**src/rtl/hazard_sequencer.sv**
```systemverilog
// Pipeline stall/flush controller: picks one hazard cause per cycle, drives per-register
// stall/flush controls, and keeps saturating perf counters plus a stalled-pipeline watchdog.
module hazard_sequencer #(
    parameter int unsigned CNT_W   = 32,
    parameter int unsigned TIMEOUT = 1024
) (
    input  logic             clk,
    input  logic             rst,
    input  logic             i_ic_miss,
    input  logic             i_dc_miss,
    input  logic             i_ex_mispredict,
    input  logic             i_ex_valid,
    input  logic             i_ex_is_load,
    input  logic [4:0]       i_ex_rw_addr,
    input  logic             i_ds_uses_rs,
    input  logic [4:0]       i_ds_rs_addr,
    input  logic             i_ds_uses_rt,
    input  logic [4:0]       i_ds_rt_addr,
    output logic             o_if_stall,
    output logic             o_i2d_stall,
    output logic             o_i2d_flush,
    output logic             o_d2e_stall,
    output logic             o_d2e_flush,
    output logic             o_e2m_stall,
    output logic             o_e2m_flush,
    output logic             o_m2w_stall,
    output logic             o_m2w_flush,
    output logic [2:0]       o_state,
    output logic [CNT_W-1:0] o_dstall_cycles,
    output logic [CNT_W-1:0] o_istall_cycles,
    output logic [CNT_W-1:0] o_lu_events,
    output logic [CNT_W-1:0] o_mispred_events,
    output logic             o_hang
);

    localparam int unsigned RUN_W = $clog2(TIMEOUT + 1);

    typedef enum logic [2:0] {
        ST_RUN     = 3'd0,
        ST_DSTALL  = 3'd1,
        ST_FLUSH   = 3'd2,
        ST_LUSTALL = 3'd3,
        ST_ISTALL  = 3'd4
    } state_t;

    state_t             r_state;
    state_t             w_next_state;
    logic               w_load_use;
    logic [RUN_W-1:0]   r_run_cnt;

    assign w_load_use = i_ex_valid && i_ex_is_load && (i_ex_rw_addr != 5'd0) &&
                        ((i_ds_uses_rs && (i_ds_rs_addr == i_ex_rw_addr)) ||
                         (i_ds_uses_rt && (i_ds_rt_addr == i_ex_rw_addr)));

    always_ff @(posedge clk) begin
        if (rst) r_state <= ST_RUN;
        else     r_state <= w_next_state;
    end

    // Cause selection and control decode; reset forces a full flush independent of inputs.
    always_comb begin
        w_next_state = ST_RUN;
        o_if_stall   = 1'b0;
        o_i2d_stall  = 1'b0;
        o_i2d_flush  = 1'b0;
        o_d2e_stall  = 1'b0;
        o_d2e_flush  = 1'b0;
        o_e2m_stall  = 1'b0;
        o_e2m_flush  = 1'b0;
        o_m2w_stall  = 1'b0;
        o_m2w_flush  = 1'b0;
        if (rst) begin
            o_i2d_flush = 1'b1;
            o_d2e_flush = 1'b1;
            o_e2m_flush = 1'b1;
            o_m2w_flush = 1'b1;
        end else begin
            if (i_dc_miss)            w_next_state = ST_DSTALL;
            else if (i_ex_mispredict) w_next_state = ST_FLUSH;
            else if (w_load_use)      w_next_state = ST_LUSTALL;
            else if (i_ic_miss)       w_next_state = ST_ISTALL;
            case (w_next_state)
                ST_DSTALL: begin
                    o_if_stall  = 1'b1;
                    o_i2d_stall = 1'b1;
                    o_d2e_stall = 1'b1;
                    o_e2m_stall = 1'b1;
                    o_m2w_flush = 1'b1;
                end
                ST_FLUSH: begin
                    o_i2d_flush = 1'b1;
                    o_d2e_flush = 1'b1;
                end
                ST_LUSTALL: begin
                    o_if_stall  = 1'b1;
                    o_i2d_stall = 1'b1;
                    o_d2e_flush = 1'b1;
                end
                ST_ISTALL: begin
                    o_if_stall  = 1'b1;
                    o_i2d_flush = 1'b1;
                end
                default: ;
            endcase
        end
    end

    assign o_state = r_state;

    // Saturating performance counters.
    always_ff @(posedge clk) begin
        if (rst) begin
            o_dstall_cycles  <= '0;
            o_istall_cycles  <= '0;
            o_lu_events      <= '0;
            o_mispred_events <= '0;
        end else begin
            if (w_next_state == ST_DSTALL && o_dstall_cycles != '1)
                o_dstall_cycles <= o_dstall_cycles + CNT_W'(1);
            if (w_next_state == ST_ISTALL && o_istall_cycles != '1)
                o_istall_cycles <= o_istall_cycles + CNT_W'(1);
            if (w_next_state == ST_FLUSH && o_mispred_events != '1)
                o_mispred_events <= o_mispred_events + CNT_W'(1);
            if (w_next_state == ST_LUSTALL && r_state != ST_LUSTALL && o_lu_events != '1)
                o_lu_events <= o_lu_events + CNT_W'(1);
        end
    end

    // Watchdog: hang latches after TIMEOUT consecutive fetch-stall cycles.
    always_ff @(posedge clk) begin
        if (rst) begin
            r_run_cnt <= '0;
            o_hang    <= 1'b0;
        end else if (o_if_stall) begin
            if (r_run_cnt != RUN_W'(TIMEOUT))
                r_run_cnt <= r_run_cnt + RUN_W'(1);
            if (r_run_cnt == RUN_W'(TIMEOUT - 1))
                o_hang <= 1'b1;
        end else begin
            r_run_cnt <= '0;
        end
    end

endmodule

```
**config.mk**
```make
export PLATFORM = sky130hd
export DESIGN_NAME = hazard_sequencer
export DESIGN_NICKNAME = d
export VERILOG_FILES = /design/src/rtl/hazard_sequencer.sv
export SDC_FILE = /design/constraint.sdc
export NUM_CORES = 1
export LEC_CHECK = 0
export CORE_ASPECT_RATIO = 1.4
export CORE_MARGIN = 5
export CORE_UTILIZATION = 50
export DETAILED_ROUTE_END_ITERATION = 8
export GPL_TIMING_DRIVEN = 0
export PLACE_DENSITY = 0.8
export SYNTH_ARGS = -nofsm -noshare
export SYNTH_HDL_FRONTEND = slang
export SYNTH_SLANG_ARGS = --single-unit
```
**constraint.sdc**
```tcl
create_clock -name clk -period 3.3 [get_ports clk]
set_clock_uncertainty 0.1 [all_clocks]
set_input_delay 0.33 -clock clk [delete_from_list [all_inputs] [get_ports clk]]
set_output_delay 0.33 -clock clk [all_outputs]
set_load 0.005 [all_outputs]
```
==> Word level (Yosys, flattened, before mapping) <==
Cells that the tools add are included.
{ "word_totals": {"register_bits": 143, "inputBits": 24} }
{ "op_classes": {"add_sub_neg": 5, "n_eq_ne": 17, "mux": 18, "bitwise": 1, "n_reduce_logical": 18} }
{ "ops": {"columns": ["cell", "n"], "rows": [
  ["32-bit by 1-bit adder with 32-bit output, second input constant", 4],
  ["32-bit != test, second input constant", 4],
  ["3-bit 2-to-1 mux", 6],
  ["3-bit by 2-bit equality test with 1-bit output, second input constant", 4],
  ["1-bit 2-to-1 mux", 12],
  ["11-bit by 1-bit adder with 11-bit output, second input constant", 1],
  ["11-bit by 10-bit equality test with 1-bit output, second input constant", 1],
  ["11-bit != test, second input constant", 1],
  ["5-bit equality test", 2],
  ["1-bit logical AND", 10],
  ["2-bit OR reduction", 4],
  ["3-bit by 1-bit equality test with 1-bit output, second input constant", 2],
  ["3-bit equality test, second input constant", 2],
  ["5-bit nonzero test", 1],
  ["3-bit by 2-bit != test with 1-bit output, second input constant", 1],
  ["3-bit OR reduction", 1],
  ["2-bit AND reduction", 1],
  ["1-bit logical OR", 1],
  ["1-bit inverter", 1]
]} }

==> Longest topological paths before layout <==
Gate-level depths: netlist (run 1).
{ "depth": {"depth_word": 14, "ltp_mapped": 9} }

==> Least setup slack after synthesis (run 1) <==
No wires, ideal clock.
{ "synth_path": {"path_type": "reg2reg", "from": "register o_istall_cycles[0]", "to": "register o_istall_cycles[24]", "setup_ns": 0.128, "arrival_ns": 2.153, "required_ns": 3.072, "slack_ns": 0.920, "path_stages_with_launch": 8, "path_cell_list": "dfxtp_1 -> ha_1 -> nand2_1 -> or3_4 -> or4_4 -> a2111oi_4 -> xnor2_1 -> nor2_1"} }
{ "synth_via": {"elab_chain_cells": 2, "elab_cells_between_ends": 3, "classes_between": "add/sub: 1; eq/ne: 1; reduce/logical: 1"} }
{ "synth_rtl": {"columns": ["item", "line", "source"], "rows": [
  ["from (decl)", "30", "output logic [CNT_W-1:0] o_istall_cycles,"],
  ["from (signal assigned)", "121", "o_istall_cycles <= o_istall_cycles + CNT_W'(1);"],
  ["parallel branches: the longest is 2 deep, another holds 32-bit by 1-bit adder with 32-bit output", null, null]
]} }
Several ways; the timed one is not identified.
A chain may end at the register's enable or synchronous reset.

==> Final worst setup path (run 1) <==
{ "layout_path": {"from": "input i_ex_rw_addr[1]", "to": "output o_i2d_flush"} }
{ "layout_via": {"elab_chain_cells": 12, "elab_cells_between_ends": 17, "classes_between": "eq/ne: 4; mux: 6; reduce/logical: 7"} }
{ "layout_rtl": {"columns": ["item", "line", "source"], "rows": [
  ["from (decl)", "14", "input logic [4:0] i_ex_rw_addr,"],
  ["5-bit equality test, on equally long branches", "52, 53", null],
  ["1-bit logical AND, on equally long branches", "52, 53", null],
  ["1-bit logical OR", "52", "((i_ds_uses_rs && (i_ds_rs_addr == i_ex_rw_addr)) ||"],
  ["1-bit logical AND (*)", "51", "assign w_load_use = i_ex_valid && i_ex_is_load && (i_ex_rw_addr != 5'd0) &&"],
  ["3-bit 2-to-1 mux (*)", "80", "else if (w_load_use) w_next_state = ST_LUSTALL;"],
  ["3-bit 2-to-1 mux (*)", "79", "else if (i_ex_mispredict) w_next_state = ST_FLUSH;"],
  ["3-bit 2-to-1 mux (*)", "78", "if (i_dc_miss) w_next_state = ST_DSTALL;"],
  ["3-bit 2-to-1 mux (*)", "72", "if (rst) begin"],
  ["3-bit by 2-bit equality test with 1-bit output or 3-bit equality test (tied branches)", "82", "case (w_next_state)"],
  ["2-bit OR reduction (no line) (*)", null, null],
  ["1-bit 2-to-1 mux (*)", "82", null],
  ["1-bit 2-to-1 mux (*)", "72", null],
  ["to (decl)", "21", "output logic o_i2d_flush,"]
]} }
Mark *: on every way between the ends. The rest lies on a longest branch, timed or not. The select of a mux whose other input is x is not followed.

==> impl_metrics.json, run 1 <==
{
  "crit_type": "in -> out",
  "setup_viol": 0,
  "async_reset_ff_share_pct": 0,
  "required_ps": 2870,
  "core-area_um2": 13800,
  "cts_tree": "built",
  "setup_slack_ps": 24.6,
  "num_rows": 51,
  "max_stage_delay_ps": 610,
  "vias": 7001,
  "r2r_cells": 9,
  "worst-path-buf-inv": 2,
  "ys_types": 63,
  "cpMostUsedCell": "clkdlybuf4s50_1",
  "syn_area_um2": 6990,
  "routedWlPerCell_um": 16.5,
  "grt_pass1_wl_um": 33000,
  "cp.depth": 7,
  "cts.reportedPaths.clkPinSlew_ps": 50,
  "rrSetupSlack_ps": 480,
  "die_h_um": 150,
  "drive_gt1_share_pct": 6.06,
  "htree_levels": 4,
  "grt-ovfl-total": 0,
  "place_ws_ps": -643,
  "netlist_instances": 843,
  "crit_slowest_cell": "or4_4",
  "fin_crit_sh_pct": 99.3,
  "max_freq_mhz": 305,
  "drt-total-wl_um": 20200,
  "nets": 1056,
  "antenna_found_initial": 0,
  "fin_crit_ps": 3280,
  "fillerInstances": 1170,
  "clock_path_buffers": 2,
  "cp-startpoint": "i_ex_rw_addr[1]",
  "vias_per_cell": 5.72,
  "post-dp-hpwl_um": 14500,
  "synth_common_cells": "dfxtp_1 (143), nor2_1 (97), nand2_1 (66)",
  "cp-end-kind": "output port",
  "root_buffer": "clkbuf_16",
  "timing.setup.tns_ps": 0,
  "drc_errors": 0,
  "yosysMostFrequentCell": "dfxtp_1",
  "dieArea_um2": 16500,
  "synth_top_cell_by_area": "dfxtp_1",
  "yosys_register_bits": 143,
  "total_power_uw": 3880,
  "dr.first_iter.drc_count": 292,
  "num_antenna_cells": 0,
  "r2r-start": "o_istall_cycles[0]$_SDFFE_PP0P_",
  "netlist.area_leader.share_pct": 40.9,
  "max_slew.worst_pin.slew_ps": 983,
  "r2r_end": "o_istall_cycles[3]$_SDFFE_PP0P_",
  "grt_use_total_pct": 24.9,
  "ys_warn_count": 0,
  "dr.pass1.iters": 6,
  "place_inst": 1190,
  "path_delay_family": "buffers and inverters",
  "synth_edf_count": 0,
  "max_cap_viol_count": 0,
  "gp_congestion": 0.871,
  "p_leak_uw": 0.00306,
  "ios": 165,
  "avgSynthCellArea_um2": 8.30,
  "ir_drop_v": 0.000307,
  "hp-class": "in -> reg",
  "setup.worst_path.start_class": "input pin",
  "worstSetupEndpoint": "o_i2d_flush",
  "finalNonFillerCells": 1224,
  "initial_core_util_pct": 50.5,
  "worstSkewPairLatency_ps": 420,
  "rsz0062_at_grt": "false",
  "synth_ff_type": "dfxtp_1",
  "hold_viol": 0,
  "synth_nets": 873,
  "powerDensity_nw_per_um2": 408,
  "cts_made_buffers": 17,
  "crit_chain": "clkdlybuf4s50_1 -> or4_4 -> o211a_1 -> nand2_1 -> a21oi_1 -> o21ai_0 -> clkdlybuf4s50_1",
  "status": "finished, final reports clean",
  "synth-seq-area-share_pct": 40.9,
  "grt_pass1_vias": 6821,
  "arrival_ps": 2850,
  "utilization_pct": 68.6,
  "grt_start_max_net_pins": 17,
  "area_growth_pct": 35.9,
  "slew_headroom_pct": 33.8,
  "port_buffers": 162,
  "synth_area_leaders": "dfxtp_1 (41%), xor2_1 (5.9%), nor2_1 (5.2%)",
  "postCtsHoldBufs": 0,
  "ant_nets": 0,
  "path_max_fanout": 4,
  "slew_viol_final": 0,
  "clock-sinks": 143,
  "die_w_um": 110
}
## state kept, by name, summed over array words and instances (netlist names)
signal            cells
o_lu_events          32
o_state               3
o_mispred_events     32
r_run_cnt            11
o_dstall_cycles      32
o_istall_cycles      32
o_hang                1
## power by group
group | leakage (uW) | switching, uW | internal [uW]
sequential | 0.00115 | 8.13 | 1730
combinational | 0.00162 | 99.6 | 77.4
clock | 0.000287 | 768 | 1190
## logic make-up after synthesis
kind of cell | Yosys count | share of synthesized area, %
adder cells (fa/ha/maj) | 6 | 1.07
buffers and inverters | 56 | 3.31
AO/OA/AOI/OAI | 150 | 13.4
AND/OR/NAND/NOR | 402 | 30.4
multiplexers | 5 | 0.769
flip-flops | 143 | 40.9
other | 1 | 0.0536
XOR/XNOR | 80 | 10.0
## final cells by class
cell class	count	area (um2)	share of cell area [%]
multi-input cells	644	3940	41.5
clock inverters	13	164	1.72
clock buffers	19	433	4.55
inverters	22	82.6	0.869
well taps	185	231	2.44
repair buffers	164	1640	17.2
flip-flops and latches	143	2860	30.1
plain buffers	34	153	1.61
## worst min path at each step
| stage | slack, ps | startpoint | endpoint | cells past startpoint |
|---|---|---|---|---|
| after global routing | 330 | i_dc_miss | o_hang$_SDFFE_PP0P_ | 3 |
| after CTS | 310 | i_dc_miss | o_hang$_SDFFE_PP0P_ | 3 |
| final | 310 | i_dc_miss | o_hang$_SDFFE_PP0P_ | 3 |
| after global placement | 380 | o_dstall_cycles[1]$_SDFFE_PP0P_ | o_dstall_cycles[1]$_SDFFE_PP0P_ | 2 |
| after detailed placement | 390 | o_dstall_cycles[1]$_SDFFE_PP0P_ | o_dstall_cycles[1]$_SDFFE_PP0P_ | 2 |
| after floorplan | 350 | i_ex_mispredict | o_state[1]$_SDFF_PP0_ | 2 |
## cell usage in the layout (no fill, tap or decap), types with 4 or more instances in the layout
master / instances
xnor2_1: 33
and4_1: 15
dfxtp_1: 143
o311ai_0: 4
nand4_1: 42
o31ai_1: 12
and2_1: 10
buf_4: 6
ha_1: 6
inv_1: 22
nor4_1: 6
nor3_1: 20
clkbuf_1: 27
nand3_1: 51
o21ai_0: 44
nor2_1: 96
xor2_1: 47
clkinv_4: 4
nand2_1: 66
clkdlybuf4s50_1: 161
a21oi_1: 60
clkbuf_16: 17
or4_1: 13
or2_2: 5
and3_1: 12
o41ai_1: 5
or3_1: 42
## repair_timing
item                       4_1_cts  5_1_grt
setup endpoints to repair        3        3
pin swaps                        2        0
gates resized for setup          7        3
gates cloned                     0        0
setup buffers                    2        0
## layer usage
layer,GRT usage [%],up-vias,share of wire [%]
li1,-,3421,-
met4,9.61,0,2.6
met2,43.1,229,51
met3,6.78,41,6.9
met1,28.8,3310,39
met5,0,-,0
## per-stage QoR
step / hold WS [ps] / instance area, um2
floorplan: 351 / 6990
global route: 325 / 9510
global placement: 380 / 8850
detailed placement: 389 / 8850
CTS: 305 / 9500
finish: 310 / 9510
## worst register-to-register path: stages (launching register included)
cell and delay [ps]:
dfxtp_1 390, ha_1 210, nand2_1 160, nor3_1 460, a31oi_1 190, o21ai_1 130
clkbuf_1 320, clkbuf_1 470, o21ai_0 170, a21oi_1 150
Note: power is estimated with default switching activity, not from simulation.
==> inputs of run 2 (changes only) <==
--- a/config.mk
+++ b/config.mk
@@ -8,9 +8,11 @@
 export CORE_ASPECT_RATIO = 1.4
 export CORE_MARGIN = 5
 export CORE_UTILIZATION = 50
+export CTS_CLUSTER_DIAMETER = 60
 export DETAILED_ROUTE_END_ITERATION = 8
 export GPL_TIMING_DRIVEN = 0
-export PLACE_DENSITY = 0.8
+export PLACE_DENSITY = 0.82
+export SKIP_LAST_GASP = 1
 export SYNTH_ARGS = -nofsm -noshare
 export SYNTH_HDL_FRONTEND = slang
 export SYNTH_SLANG_ARGS = --single-unit
==> run 2 against run 1 <==
Effect of this change:
- hold slack improved by 12 ps
- die area unchanged
- non-clock buffer count unchanged
- largest power group unchanged
==> impl_metrics.json, run 2 (synthesized netlist as in run 1, its figures left out) <==
{
  "htree_levels": 4,
  "drc_errors": 0,
  "cp-startpoint": "i_ex_rw_addr[1]",
  "worst_hold_slack_ps": 322,
  "cts_made_buffers": 17,
  "worstHoldStart": "i_dc_miss",
  "path_delay_family": "buffers and inverters",
  "final_area_um2": 9530,
  "grtUsageMet1_pct": 28.8,
  "initial_core_util_pct": 50.5,
  "dr.pass1.iters": 5,
  "die_h_um": 150,
  "cpMostUsedCell": "clkdlybuf4s50_1",
  "grt-busiest-layer": "met2",
  "cp.depth": 7,
  "grt_start_max_net_pins": 17,
  "worstSkewPairLatency_ps": 420,
  "rsz0062_at_grt": "false",
  "setup.worst_path.start_class": "input pin",
  "area_growth_pct": 36.2,
  "comb_power_share_pct": 4.5,
  "crit_type": "in -> out",
  "root_buffer": "clkbuf_16",
  "fin_crit_ps": 3190,
  "clock_path_buffers": 2,
  "port_buffers": 162,
  "drive_gt1_share_pct": 6.17,
  "clock-sinks": 143,
  "gp_congestion": 0.942,
  "slew_headroom_pct": 35.6,
  "ios": 165,
  "antenna_found_initial": 0,
  "p_seq_share_pct": 44.1,
  "worst-path-buf-inv": 2,
  "grt_pass1_wl_um": 32300,
  "status": "finished, final reports clean",
  "final_common_cell": "clkdlybuf4s50_1",
  "max_cap_viol_count": 0,
  "num_rows": 51,
  "grt-ovfl-total": 0,
  "powerDensity_nw_per_um2": 415,
  "path_max_fanout": 4,
  "clockPowerShare_pct": 51.4,
  "ir_drop_v": 0.000322,
  "place_area_um2": 8850,
  "utilization_pct": 68.8,
  "slew_viol_final": 0,
  "cts_tree": "built",
  "ant_nets": 0,
  "max_slew.worst_pin.slew_ps": 958,
  "num_antenna_cells": 0,
  "max_stage_delay_ps": 610,
  "p_leak_uw": 0.00307,
  "core-area_um2": 13800,
  "max_freq_mhz": 314,
  "vias_per_cell": 5.74,
  "grt_use_total_pct": 24.4,
  "required_ps": 2870,
  "arrival_ps": 2760,
  "holdPathStages": 3,
  "cts.reportedPaths.clkPinSlew_ps": 50,
  "internal_power_uw": 3070,
  "met3_usage_pct": 7.55,
  "nets": 1056,
  "total_power_uw": 3950,
  "swShare_pct": 22.2,
  "die_w_um": 110,
  "crit_chain": "clkdlybuf4s50_1 -> or4_4 -> o211a_1 -> nand2_1 -> a21oi_1 -> o21ai_1 -> clkdlybuf4s50_1",
  "hold_viol": 0,
  "dr.first_iter.drc_count": 430,
  "p_sw_uw": 877,
  "drt-total-wl_um": 20000,
  "r2r_cells": 9,
  "final_cell_mix": "clkdlybuf4s50_1 (161), dfxtp_1 (143), nor2_1 (96), nand2_1 (66), a21oi_1 (60)",
  "grt_pass1_vias": 6664,
  "crit_slowest_cell": "or4_4",
  "setup_viol": 0,
  "hp-class": "in -> reg",
  "vias": 7015,
  "r2r-start": "o_istall_cycles[0]$_SDFFE_PP0P_",
  "routedWlPerCell_um": 16.3,
  "fin_crit_sh_pct": 96.6,
  "dieArea_um2": 16500,
  "post-dp-hpwl_um": 14500,
  "global_route.usage.met2_pct": 40.9,
  "cp-end-kind": "output port"
}
[run 2: worst paths after layout]
kind / to / slack (ps)
min reg2reg: o_lu_events[12]$_SDFFE_PP0P_ / 400
max reg2reg: o_istall_cycles[3]$_SDFFE_PP0P_ / 280
max: o_i2d_flush / 110
min: o_hang$_SDFFE_PP0P_ / 320
[run 2: tightest hold or removal path: cells and delay by family]
family | cells | cell delay (ps)
AOI/OAI and AO/OA | 1 | 70
buffers and inverters | 1 | 230
and+or+nand+nor | 1 | 150
[run 2: layout make-up]
type / instances / area, um2
tap: 185 / 231
clock inverter: 13 / 188
sequential: 143 / 2860
timing repair buffer: 164 / 1640
buffer: 34 / 153
multi-input combinational: 644 / 3950
fill: 1180 / 4320
inverter: 22 / 82.6
clock buffer: 17 / 425
[run 2: power by group through the flow]
stage | sequential [uW] | clock, uW | combinational, uW
after CTS | 1740 | 2050 | 178
after detailed placement | 1780 | 0 | 167
final | 1740 | 2030 | 177
after global placement | 1780 | 0 | 165
after global routing | 1740 | 2130 | 193
after floorplan | 1780 | 0 | 78.2
[run 2: through the flow]
| step | worst slack [ps] | instances | setup TNS, ps |
|---|---|---|---|
| 3_3_place_gp | -761 | 1190 | -3730 |
| 3_5_place_dp | -780 | 1190 | -4030 |
| 6_report | 112 | 1222 | 0 |
| 2_1_floorplan | 920 | 843 | 0 |
| 4_1_cts | -26.0 | 1222 | -26.0 |
| 5_1_grt | 37.3 | 1222 | 0 |
[run 2: repair_timing]
item | in CTS | in global routing
hold buffers | 0 | 0
hold endpoints to repair | 0 | 0
pin swaps | 2 | 0
resized for setup | 8 | 3
gates cloned | 0 | 0
setup buffers | 2 | 0
endpoints found under the setup margin | 3 | 4
[run 2: per-layer routing]
metal  vias to the layer above  part of all wire [%]
met5                         -                     0
met4                         0                   2.4
met3                        37                   7.5
met2                       232                    49
met1                      3337                    41
li1                       3409                     -
